## config.mk

```make
export PLATFORM = sky130hd
export DESIGN_NAME = ulpi_rx_logger
export DESIGN_NICKNAME = d
export VERILOG_FILES = /design/src/rtl/ulpi_pkg.sv /design/src/rtl/ulpi_rx_fifo.sv /design/src/rtl/ulpi_rx_logger.sv
export SDC_FILE = /design/constraint.sdc
export NUM_CORES = 1
export LEC_CHECK = 0
export CORE_MARGIN = 4
export CORE_UTILIZATION = 30
export DETAILED_ROUTE_END_ITERATION = 10
export MAX_ROUTING_LAYER = met4
export PLACE_DENSITY = 0.5
export RECOVER_POWER = 25
export SLEW_MARGIN = 30
export SYNTH_ARGS = -nofsm -noshare
export SYNTH_HDL_FRONTEND = slang
export SYNTH_HIERARCHICAL = 1
export SYNTH_SLANG_ARGS = --single-unit
```

## constraint.sdc

```tcl
create_clock -name clk_ext -period 3.7 [get_ports clk_ext]
set_clock_uncertainty 0.2 [all_clocks]
set_input_delay 0.37 -clock clk_ext [delete_from_list [all_inputs] [get_ports clk_ext]]
set_output_delay 0.37 -clock clk_ext [all_outputs]
set_load 0.01 [all_outputs]
```

## src/rtl/ulpi_pkg.sv

```systemverilog
`timescale 1ns/1ps
`default_nettype none
// ============================================================================
//  Module      : ulpi_pkg
//  Description : Shared tag encodings, drain FSM states and default markers
//                for the ULPI receive logger.
//  Revision    : 1.0 - initial release
// ============================================================================
package ulpi_pkg;

    localparam int ENTRY_W = 10;

    localparam logic [1:0] TAG_DATA  = 2'd0;
    localparam logic [1:0] TAG_RXCMD = 2'd1;
    localparam logic [1:0] TAG_EOP   = 2'd2;

    localparam int         ST_W         = 3;
    localparam logic [2:0] ST_IDLE      = 3'd0;
    localparam logic [2:0] ST_FETCH     = 3'd1;
    localparam logic [2:0] ST_SEND_SOP  = 3'd2;
    localparam logic [2:0] ST_SEND_ESC  = 3'd3;
    localparam logic [2:0] ST_SEND_BYTE = 3'd4;
    localparam logic [2:0] ST_WAIT      = 3'd5;

    localparam logic [7:0] DEF_SOP_MARK = 8'hA5;
    localparam logic [7:0] DEF_EOP_MARK = 8'h5A;
    localparam logic [7:0] DEF_ESC_MARK = 8'hDB;
    localparam logic [7:0] ESC_XOR      = 8'h20;
    localparam logic [7:0] RXCMD_ID     = 8'h01;

    function automatic logic needs_escape(input logic [7:0] b,
                                          input logic [7:0] sop,
                                          input logic [7:0] eop,
                                          input logic [7:0] esc);
        return (b == sop) || (b == eop) || (b == esc);
    endfunction

endpackage
`default_nettype wire

```

## src/rtl/ulpi_rx_fifo.sv

```systemverilog
`timescale 1ns/1ps
`default_nettype none
// ============================================================================
//  Module      : ulpi_rx_fifo
//  Description : Circular buffer of 10-bit tagged entries with wrapping
//                pointers, occupancy level, full and almost_full flags.
//  Revision    : 1.0 - initial release
// ============================================================================
module ulpi_rx_fifo
    import ulpi_pkg::*;
#(
    parameter int DEPTH = 64
) (
    input  logic                     clk,
    input  logic                     rst_n,
    input  logic                     push,
    input  logic [ENTRY_W-1:0]       wr_data,
    input  logic                     pop,
    output logic [ENTRY_W-1:0]       rd_data,
    output logic [$clog2(DEPTH):0]   level,
    output logic                     full,
    output logic                     almost_full
);

    localparam int            AW        = $clog2(DEPTH);
    localparam logic [AW:0]   LVL_FULL  = (AW+1)'(DEPTH);
    localparam logic [AW:0]   LVL_AFULL = (AW+1)'(DEPTH - 1);

    logic [ENTRY_W-1:0] mem_q [DEPTH];
    logic [AW-1:0]      wr_ptr_q, wr_ptr_d;
    logic [AW-1:0]      rd_ptr_q, rd_ptr_d;
    logic [AW:0]        level_q, level_d;
    logic               push_ok, pop_ok;

    always_comb begin
        push_ok  = push && (level_q != LVL_FULL);
        pop_ok   = pop && (level_q != '0);
        wr_ptr_d = push_ok ? wr_ptr_q + 1'b1 : wr_ptr_q;
        rd_ptr_d = pop_ok  ? rd_ptr_q + 1'b1 : rd_ptr_q;
        level_d  = level_q;
        case ({push_ok, pop_ok})
            2'b10:   level_d = level_q + 1'b1;
            2'b01:   level_d = level_q - 1'b1;
            default: level_d = level_q;
        endcase
    end

    always_ff @(posedge clk or negedge rst_n) begin
        if (!rst_n) begin
            wr_ptr_q <= '0;
            rd_ptr_q <= '0;
            level_q  <= '0;
        end else begin
            wr_ptr_q <= wr_ptr_d;
            rd_ptr_q <= rd_ptr_d;
            level_q  <= level_d;
        end
    end

    // Storage carries no reset; only the pointers define validity.
    always_ff @(posedge clk) begin
        if (push_ok) begin
            mem_q[wr_ptr_q] <= wr_data;
        end
    end

    assign rd_data     = mem_q[rd_ptr_q];
    assign level       = level_q;
    assign full        = (level_q == LVL_FULL);
    assign almost_full = (level_q >= LVL_AFULL);

endmodule
`default_nettype wire

```

## src/rtl/ulpi_rx_logger.sv

```systemverilog
`timescale 1ns/1ps
`default_nettype none
// ============================================================================
//  Module      : ulpi_rx_logger
//  Description : Snoops ULPI receive traffic, buffers tagged entries and
//                streams them as framed, escaped bytes to a UART.
//                Define ULPI_RXCMD_LOG_EN to also log RXCMD bytes.
//  Revision    : 1.0 - initial release
// ============================================================================
module ulpi_rx_logger
    import ulpi_pkg::*;
#(
    parameter int         DEPTH    = 64,
    parameter logic [7:0] SOP_MARK = DEF_SOP_MARK,
    parameter logic [7:0] EOP_MARK = DEF_EOP_MARK,
    parameter logic [7:0] ESC_MARK = DEF_ESC_MARK
) (
    input  logic                     clk_ext,
    input  logic                     rst_n,
    input  logic [7:0]               DATA,
    input  logic                     DIR,
    input  logic                     NXT,
    output logic                     STP,
    output logic [7:0]               tx_data,
    output logic                     tx_send,
    input  logic                     tx_busy,
    output logic                     overflow,
    output logic [7:0]               drop_cnt,
    output logic [$clog2(DEPTH):0]   level
);

    logic                dir_q, dir_d;
    logic                seen_data_q, seen_data_d;
    logic                overflow_q, overflow_d;
    logic [7:0]          drop_cnt_q, drop_cnt_d;
    logic [ST_W-1:0]     state_q, state_d;
    logic [ST_W-1:0]     ret_q, ret_d;
    logic [ENTRY_W-1:0]  cur_q, cur_d;
    logic                open_q, open_d;
    logic                skip_q, skip_d;
    logic                tx_send_q, tx_send_d;
    logic [7:0]          tx_data_q, tx_data_d;
`ifdef ULPI_RXCMD_LOG_EN
    logic                phase_q, phase_d;
    logic                act_phase;
`endif

    logic                fifo_push, fifo_pop, fifo_full, fifo_afull, drop;
    logic [ENTRY_W-1:0]  fifo_wr, fifo_rd;
    logic                dir_rise, dir_fall, cap_data;

    logic [1:0]          head_tag, act_tag;
    logic [7:0]          head_byte, act_byte, byte_out;
    logic                act_esc, emit;
    logic [ST_W-1:0]     first_step, act_step;
    logic [ENTRY_W-1:0]  act_entry;

    ulpi_rx_fifo #(.DEPTH(DEPTH)) u_fifo (
        .clk         (clk_ext),
        .rst_n       (rst_n),
        .push        (fifo_push),
        .wr_data     (fifo_wr),
        .pop         (fifo_pop),
        .rd_data     (fifo_rd),
        .level       (level),
        .full        (fifo_full),
        .almost_full (fifo_afull)
    );

    // Capture: the last slot is kept free so a packet can always be closed.
    always_comb begin
        dir_d       = DIR;
        dir_rise    = DIR && !dir_q;
        dir_fall    = !DIR && dir_q;
        cap_data    = DIR && dir_q && NXT;
        fifo_push   = 1'b0;
        fifo_wr     = {TAG_DATA, DATA};
        drop        = 1'b0;
        seen_data_d = dir_rise ? 1'b0 : seen_data_q;
        if (cap_data) begin
            if (!fifo_afull) begin
                fifo_push   = 1'b1;
                seen_data_d = 1'b1;
            end else begin
                drop = 1'b1;
            end
        end
`ifdef ULPI_RXCMD_LOG_EN
        else if (DIR && dir_q && !NXT) begin
            fifo_wr = {TAG_RXCMD, DATA};
            if (!fifo_afull) fifo_push = 1'b1;
            else             drop      = 1'b1;
        end
`endif
        else if (dir_fall && seen_data_q) begin
            fifo_wr = {TAG_EOP, 8'h00};
            if (!fifo_full) fifo_push = 1'b1;
            else            drop      = 1'b1;
        end
        overflow_d = overflow_q || drop;
        drop_cnt_d = (drop && (drop_cnt_q != 8'hFF)) ? drop_cnt_q + 8'd1 : drop_cnt_q;
    end

    // FETCH issues the first byte of an entry directly when the UART is idle.
    always_comb begin
        head_tag   = fifo_rd[9:8];
        head_byte  = fifo_rd[7:0];
        first_step = ST_SEND_BYTE;
        if (head_tag == TAG_DATA) begin
            if (!open_q)
                first_step = ST_SEND_SOP;
            else if (needs_escape(head_byte, SOP_MARK, EOP_MARK, ESC_MARK))
                first_step = ST_SEND_ESC;
        end
`ifdef ULPI_RXCMD_LOG_EN
        else if (head_tag == TAG_RXCMD) begin
            first_step = ST_SEND_ESC;
        end
        act_phase = (state_q == ST_FETCH) ? 1'b0 : phase_q;
`endif
        act_step  = (state_q == ST_FETCH) ? first_step : state_q;
        act_entry = (state_q == ST_FETCH) ? fifo_rd : cur_q;
        act_tag   = act_entry[9:8];
        act_byte  = act_entry[7:0];
        act_esc   = needs_escape(act_byte, SOP_MARK, EOP_MARK, ESC_MARK);
        emit      = !tx_busy && ((state_q == ST_FETCH) || (state_q == ST_SEND_SOP) ||
                                 (state_q == ST_SEND_ESC) || (state_q == ST_SEND_BYTE));
        byte_out  = EOP_MARK;
        if (act_tag == TAG_DATA)
            byte_out = act_esc ? (act_byte ^ ESC_XOR) : act_byte;
`ifdef ULPI_RXCMD_LOG_EN
        else if (act_tag == TAG_RXCMD)
            byte_out = act_phase ? act_byte : RXCMD_ID;
`endif
    end

    always_ff @(posedge clk_ext or negedge rst_n) begin
        if (!rst_n) state_q <= ST_IDLE;
        else        state_q <= state_d;
    end

    always_comb begin
        state_d = state_q;
        case (state_q)
            ST_IDLE:      if ((level != '0) && !tx_busy) state_d = ST_FETCH;
            ST_FETCH:     state_d = emit ? ST_WAIT : first_step;
            ST_SEND_SOP,
            ST_SEND_ESC,
            ST_SEND_BYTE: if (emit) state_d = ST_WAIT;
            ST_WAIT:      if (!skip_q && !tx_busy) state_d = ret_q;
            default:      state_d = ST_IDLE;
        endcase
    end

    always_comb begin
        fifo_pop  = (state_q == ST_FETCH);
        cur_d     = cur_q;
        open_d    = open_q;
        ret_d     = ret_q;
        skip_d    = emit;
        tx_send_d = emit;
        tx_data_d = tx_data_q;
`ifdef ULPI_RXCMD_LOG_EN
        phase_d   = (state_q == ST_FETCH) ? 1'b0 : phase_q;
`endif
        if (state_q == ST_FETCH) begin
            cur_d = fifo_rd;
            if (head_tag == TAG_DATA) open_d = 1'b1;
            if (head_tag == TAG_EOP)  open_d = 1'b0;
        end
        if (emit) begin
            case (act_step)
                ST_SEND_SOP: begin
                    tx_data_d = SOP_MARK;
                    ret_d     = act_esc ? ST_SEND_ESC : ST_SEND_BYTE;
                end
                ST_SEND_ESC: begin
                    tx_data_d = ESC_MARK;
                    ret_d     = ST_SEND_BYTE;
                end
                default: begin
                    tx_data_d = byte_out;
                    ret_d     = ST_IDLE;
`ifdef ULPI_RXCMD_LOG_EN
                    if ((act_tag == TAG_RXCMD) && !act_phase) begin
                        ret_d   = ST_SEND_BYTE;
                        phase_d = 1'b1;
                    end
`endif
                end
            endcase
        end
    end

    always_ff @(posedge clk_ext or negedge rst_n) begin
        if (!rst_n) begin
            dir_q       <= 1'b0;
            seen_data_q <= 1'b0;
            overflow_q  <= 1'b0;
            drop_cnt_q  <= '0;
            ret_q       <= ST_IDLE;
            cur_q       <= '0;
            open_q      <= 1'b0;
            skip_q      <= 1'b0;
            tx_send_q   <= 1'b0;
            tx_data_q   <= '0;
`ifdef ULPI_RXCMD_LOG_EN
            phase_q     <= 1'b0;
`endif
        end else begin
            dir_q       <= dir_d;
            seen_data_q <= seen_data_d;
            overflow_q  <= overflow_d;
            drop_cnt_q  <= drop_cnt_d;
            ret_q       <= ret_d;
            cur_q       <= cur_d;
            open_q      <= open_d;
            skip_q      <= skip_d;
            tx_send_q   <= tx_send_d;
            tx_data_q   <= tx_data_d;
`ifdef ULPI_RXCMD_LOG_EN
            phase_q     <= phase_d;
`endif
        end
    end

    assign STP      = 1'b0;
    assign tx_send  = tx_send_q;
    assign tx_data  = tx_data_q;
    assign overflow = overflow_q;
    assign drop_cnt = drop_cnt_q;

endmodule
`default_nettype wire

```

==> flow_summary.ini <==
[status]
status = finished with violations
violations = capacitance limit, slew limit, setup timing

[flow_run]
drv_cap = 6

[synthesis]
yosysSeqAreaShare_pct = 74.1
synth_top_area_cell = edfxtp_1
avgSynthCellArea_um2 = 18.9
syn_inst = 1470
synth_area_leaders = edfxtp_1, mux4_2, dfrtp_1
yosysTopAreaCellShare_pct = 69.1
yosys_warnings = 6
ys_ff_latch = 695
ys_types = 77
syn_area_mm2 = 0.0278
synth_edf_count = 640
async_flop_share_pct = 7.91
ys.flop_type = edfxtp_1

[critical_path]
crit_chain = buf_4 > buf_12 > buf_4 > mux2i_1 > o22ai_4 > a211oi_4 > a22oi_2 > and3_4 > buf_4 > nand4b_1 > nor2_4 > a21o_1 > o32ai_2 > a32o_1
path_common_cell = buf_4
cp_top_family = compound AO/OA/AOI/OAI gates
cp_max_fo = 17
max_stage_delay_ns = 0.52
worstSetupStartpointType = flop
rrSetupSlack_ns = -0.06
cp_slowest_cell = dfrtp_4
crit_buf_inv = 4
cp.arrival_ns = 4.06
worstSetupPathType = flop to flop
endpoint_kind = flop
cp.required_ns = 4.00

[die]
die_w_um = 312
core_area_mm2 = 0.0918
top_level_ports = 39
die_y_um = 312
core.rowCount = 111
start_util_pct = 30.3
die-area_mm2 = 0.0976

[global_route]
first_global_vias = 15700
antenna_found_initial = 2
grt_first_pass_wirelength_um = 108000
grt_max_degree = 65
grt_overflow_total = 0
track_usage_pct = 15.3

[route]
routed_wl_um = 73500
vias = 15300
drc = 0
via_per_inst = 4.84
drt-initial-drc-count = 1296
dr.pass1.iters = 5
drtAntennaViolNets = 0
wl_per_cell_um = 23.2

[power_and_ir_drop]
p_seq_share_pct = 34.8
powerDensity_mw_per_mm2 = 757
p_leak_nw = 12.0
switching_share_pct = 32.0
switchingPower_mw = 8.53
p_clk_share_pct = 27.0
comb_power_share_pct = 38.2
intPower_mw = 18.1
p_total_mw = 26.6
peakVddDrop_mv = 0.345

[final_layout]
stdcell_area_mm2 = 0.0352
post-route-util_pct = 38.3
fillCellCount = 8395
nNetsFinal = 1896
antenna_cells = 0
seq_area_mm2 = 0.0206
drive_above_1_share_pct = 32.9
syn2layout_area_growth_pct = 26.6
multiInputGateArea_mm2 = 0.00762
final_cells = 3168

[placement]
detailed_place_hpwl_um = 47700
pre_cts_slack_ns = -0.521
placed_area_mm2 = 0.0317
dp_cells = 3000
portBuffers = 37
gp_congestion = 0.881

[sta]
timing.slew.headroom_pct = -73.7
worstMarginPinSlew_ns = 2.61
timing.final.crit_share_pct = 102
rsz0062_at_grt = true
fin_ws_ns = -0.0592
timing.hold.ws_ns = 0.261
hold_viol_final = 0
fmax_mhz = 266
fin_tns_setup_ns = -0.0592
drv_slew = 364
setup_viol = 1
min_period_ns = 3.76

[cts]
path_clk_slew_ns = 0.06
cts-root-buf = clkbuf_16
cts.sinks = 695
worstSkewPairLatency_ns = 0.62
cts_tree = yes
cts_buffers = 75
cts_max_level = 3
clockBufferDepth = 3

[hold_path]
min_path_type = input port to flop
==> layout by cell type, fill, tap and decap left out, drive strengths merged, types with 12 or more instances in the layout <==
cell	count
a211oi	25
a21oi	22
a22oi	22
and2	12
buf	288
clkbuf	105
clkdlybuf4s50	35
clkinv	25
conb	65
dfrtp	55
edfxtp	640
inv	17
mux2i	107
mux4	121
nand2	55
nor2	91
o21ai	14
o221ai	13
o22ai	27
xnor2	16
==> per-layer routing <==
metal	vias up	share of wire, %	GRT usage [%]
li1	6724	-	-
met1	8103	44	20.5
met2	401	48	24.3
met3	118	5.1	2.28
met4	0	2.8	4.20
met5	-	0	-
==> sequential cells by signal, summed over array words and instances (netlist names) <==
register	flops
overflow	1
dir_q	1
tx_data	8
drop_cnt	8
state_q	3
open_q	1
u_fifo/level	7
u_fifo/wr_ptr_q	6
u_fifo/rd_ptr_q	6
u_fifo/mem_q	640
cur_q	10
seen_data_q	1
tx_send	1
ret_q	2
==> cell type report <==
cell class / count / share of cell area, %
Sequential cell: 695 / 58.6
Multi-Input combinational cell: 749 / 21.7
Timing Repair Buffer: 335 / 8.55
Clock buffer: 95 / 5.67
Tap cell: 1243 / 4.42
Clock inverter: 34 / 0.964
Inverter: 17 / 0.188
==> cell families after synthesis <==
group                    count (synthesis)  synth area share [%]
AO/OA/AOI/OAI                          175                  4.56
XOR/XNOR                                23                 0.725
flip-flops                             695                  74.1
adder cells (fa/ha/maj)                 10                 0.477
other                                    1                0.0135
multiplexers                           234                  13.9
AND/OR/NAND/NOR                        242                  4.30
buffers and inverters                   90                  1.94
==> worst paths after layout <==
| kind | from | to | depth (start not counted) |
|---|---|---|---|
| worst min register to register | overflow | overflow | 1 |
| worst max-delay path | u_fifo/rd_ptr_q[1] | ret_q[2] | 14 |
| min in group asynchronous | rst_n | u_fifo/level[4] | 2 |
| worst max register to register | u_fifo/rd_ptr_q[1] | ret_q[2] | 14 |
| max in group asynchronous | rst_n | u_fifo/rd_ptr_q[0] | 2 |
| worst min-delay path | NXT | seen_data_q | 5 |
==> power groups by stage <==
stage	logic (mW)	registers [mW]	clock network (mW)
after floorplan	4.80	9.35	0
final	10.2	9.26	7.21
after detailed placement	8.63	9.44	0
after global placement	8.62	9.43	0
after CTS	9.35	9.24	7.40
after global routing	10.8	9.29	7.74
==> Yosys cell counts, drive strengths merged (3+ instances only) <==
cell	n
nand3b	5
nor2	91
and2	12
a221o	4
ha	9
or3b	4
o31ai	10
nand4b	3
a211oi	25
xor2	7
o22ai	27
and3	11
nand4	7
a21o	5
mux2i	107
edfxtp	640
clkbuf	24
nand2	55
o21ai	14
dfrtp	55
nand2b	6
buf	49
nand3	10
a2111oi	5
a21boi	3
nor3	3
a22o	3
xnor2	16
o221ai	13
nor2b	8
nor3b	4
a22oi	22
nor4	9
inv	15
a21oi	22
a211o	3
a31oi	4
mux4	121
mux2	6
==> tightest hold or removal path, delay by kind of cell <==
kind	cells	cell delay [ns]
compound gates	1	0.04
buf+inv	1	0.42
simple gates	3	0.20
==> timing repair <==
| item | 4_1_cts | 5_1_grt |
|---|---|---|
| endpoints found under the hold margin | 38 | 0 |
| pin swaps | 10 | 39 |
| setup buffers | 13 | 29 |
| endpoints found under the setup margin | 14 | 14 |
| cloned | 1 | 2 |
| resized for setup | 72 | 90 |
| hold buffers | 1 | 0 |
Note: power is estimated with default switching activity, not from simulation.
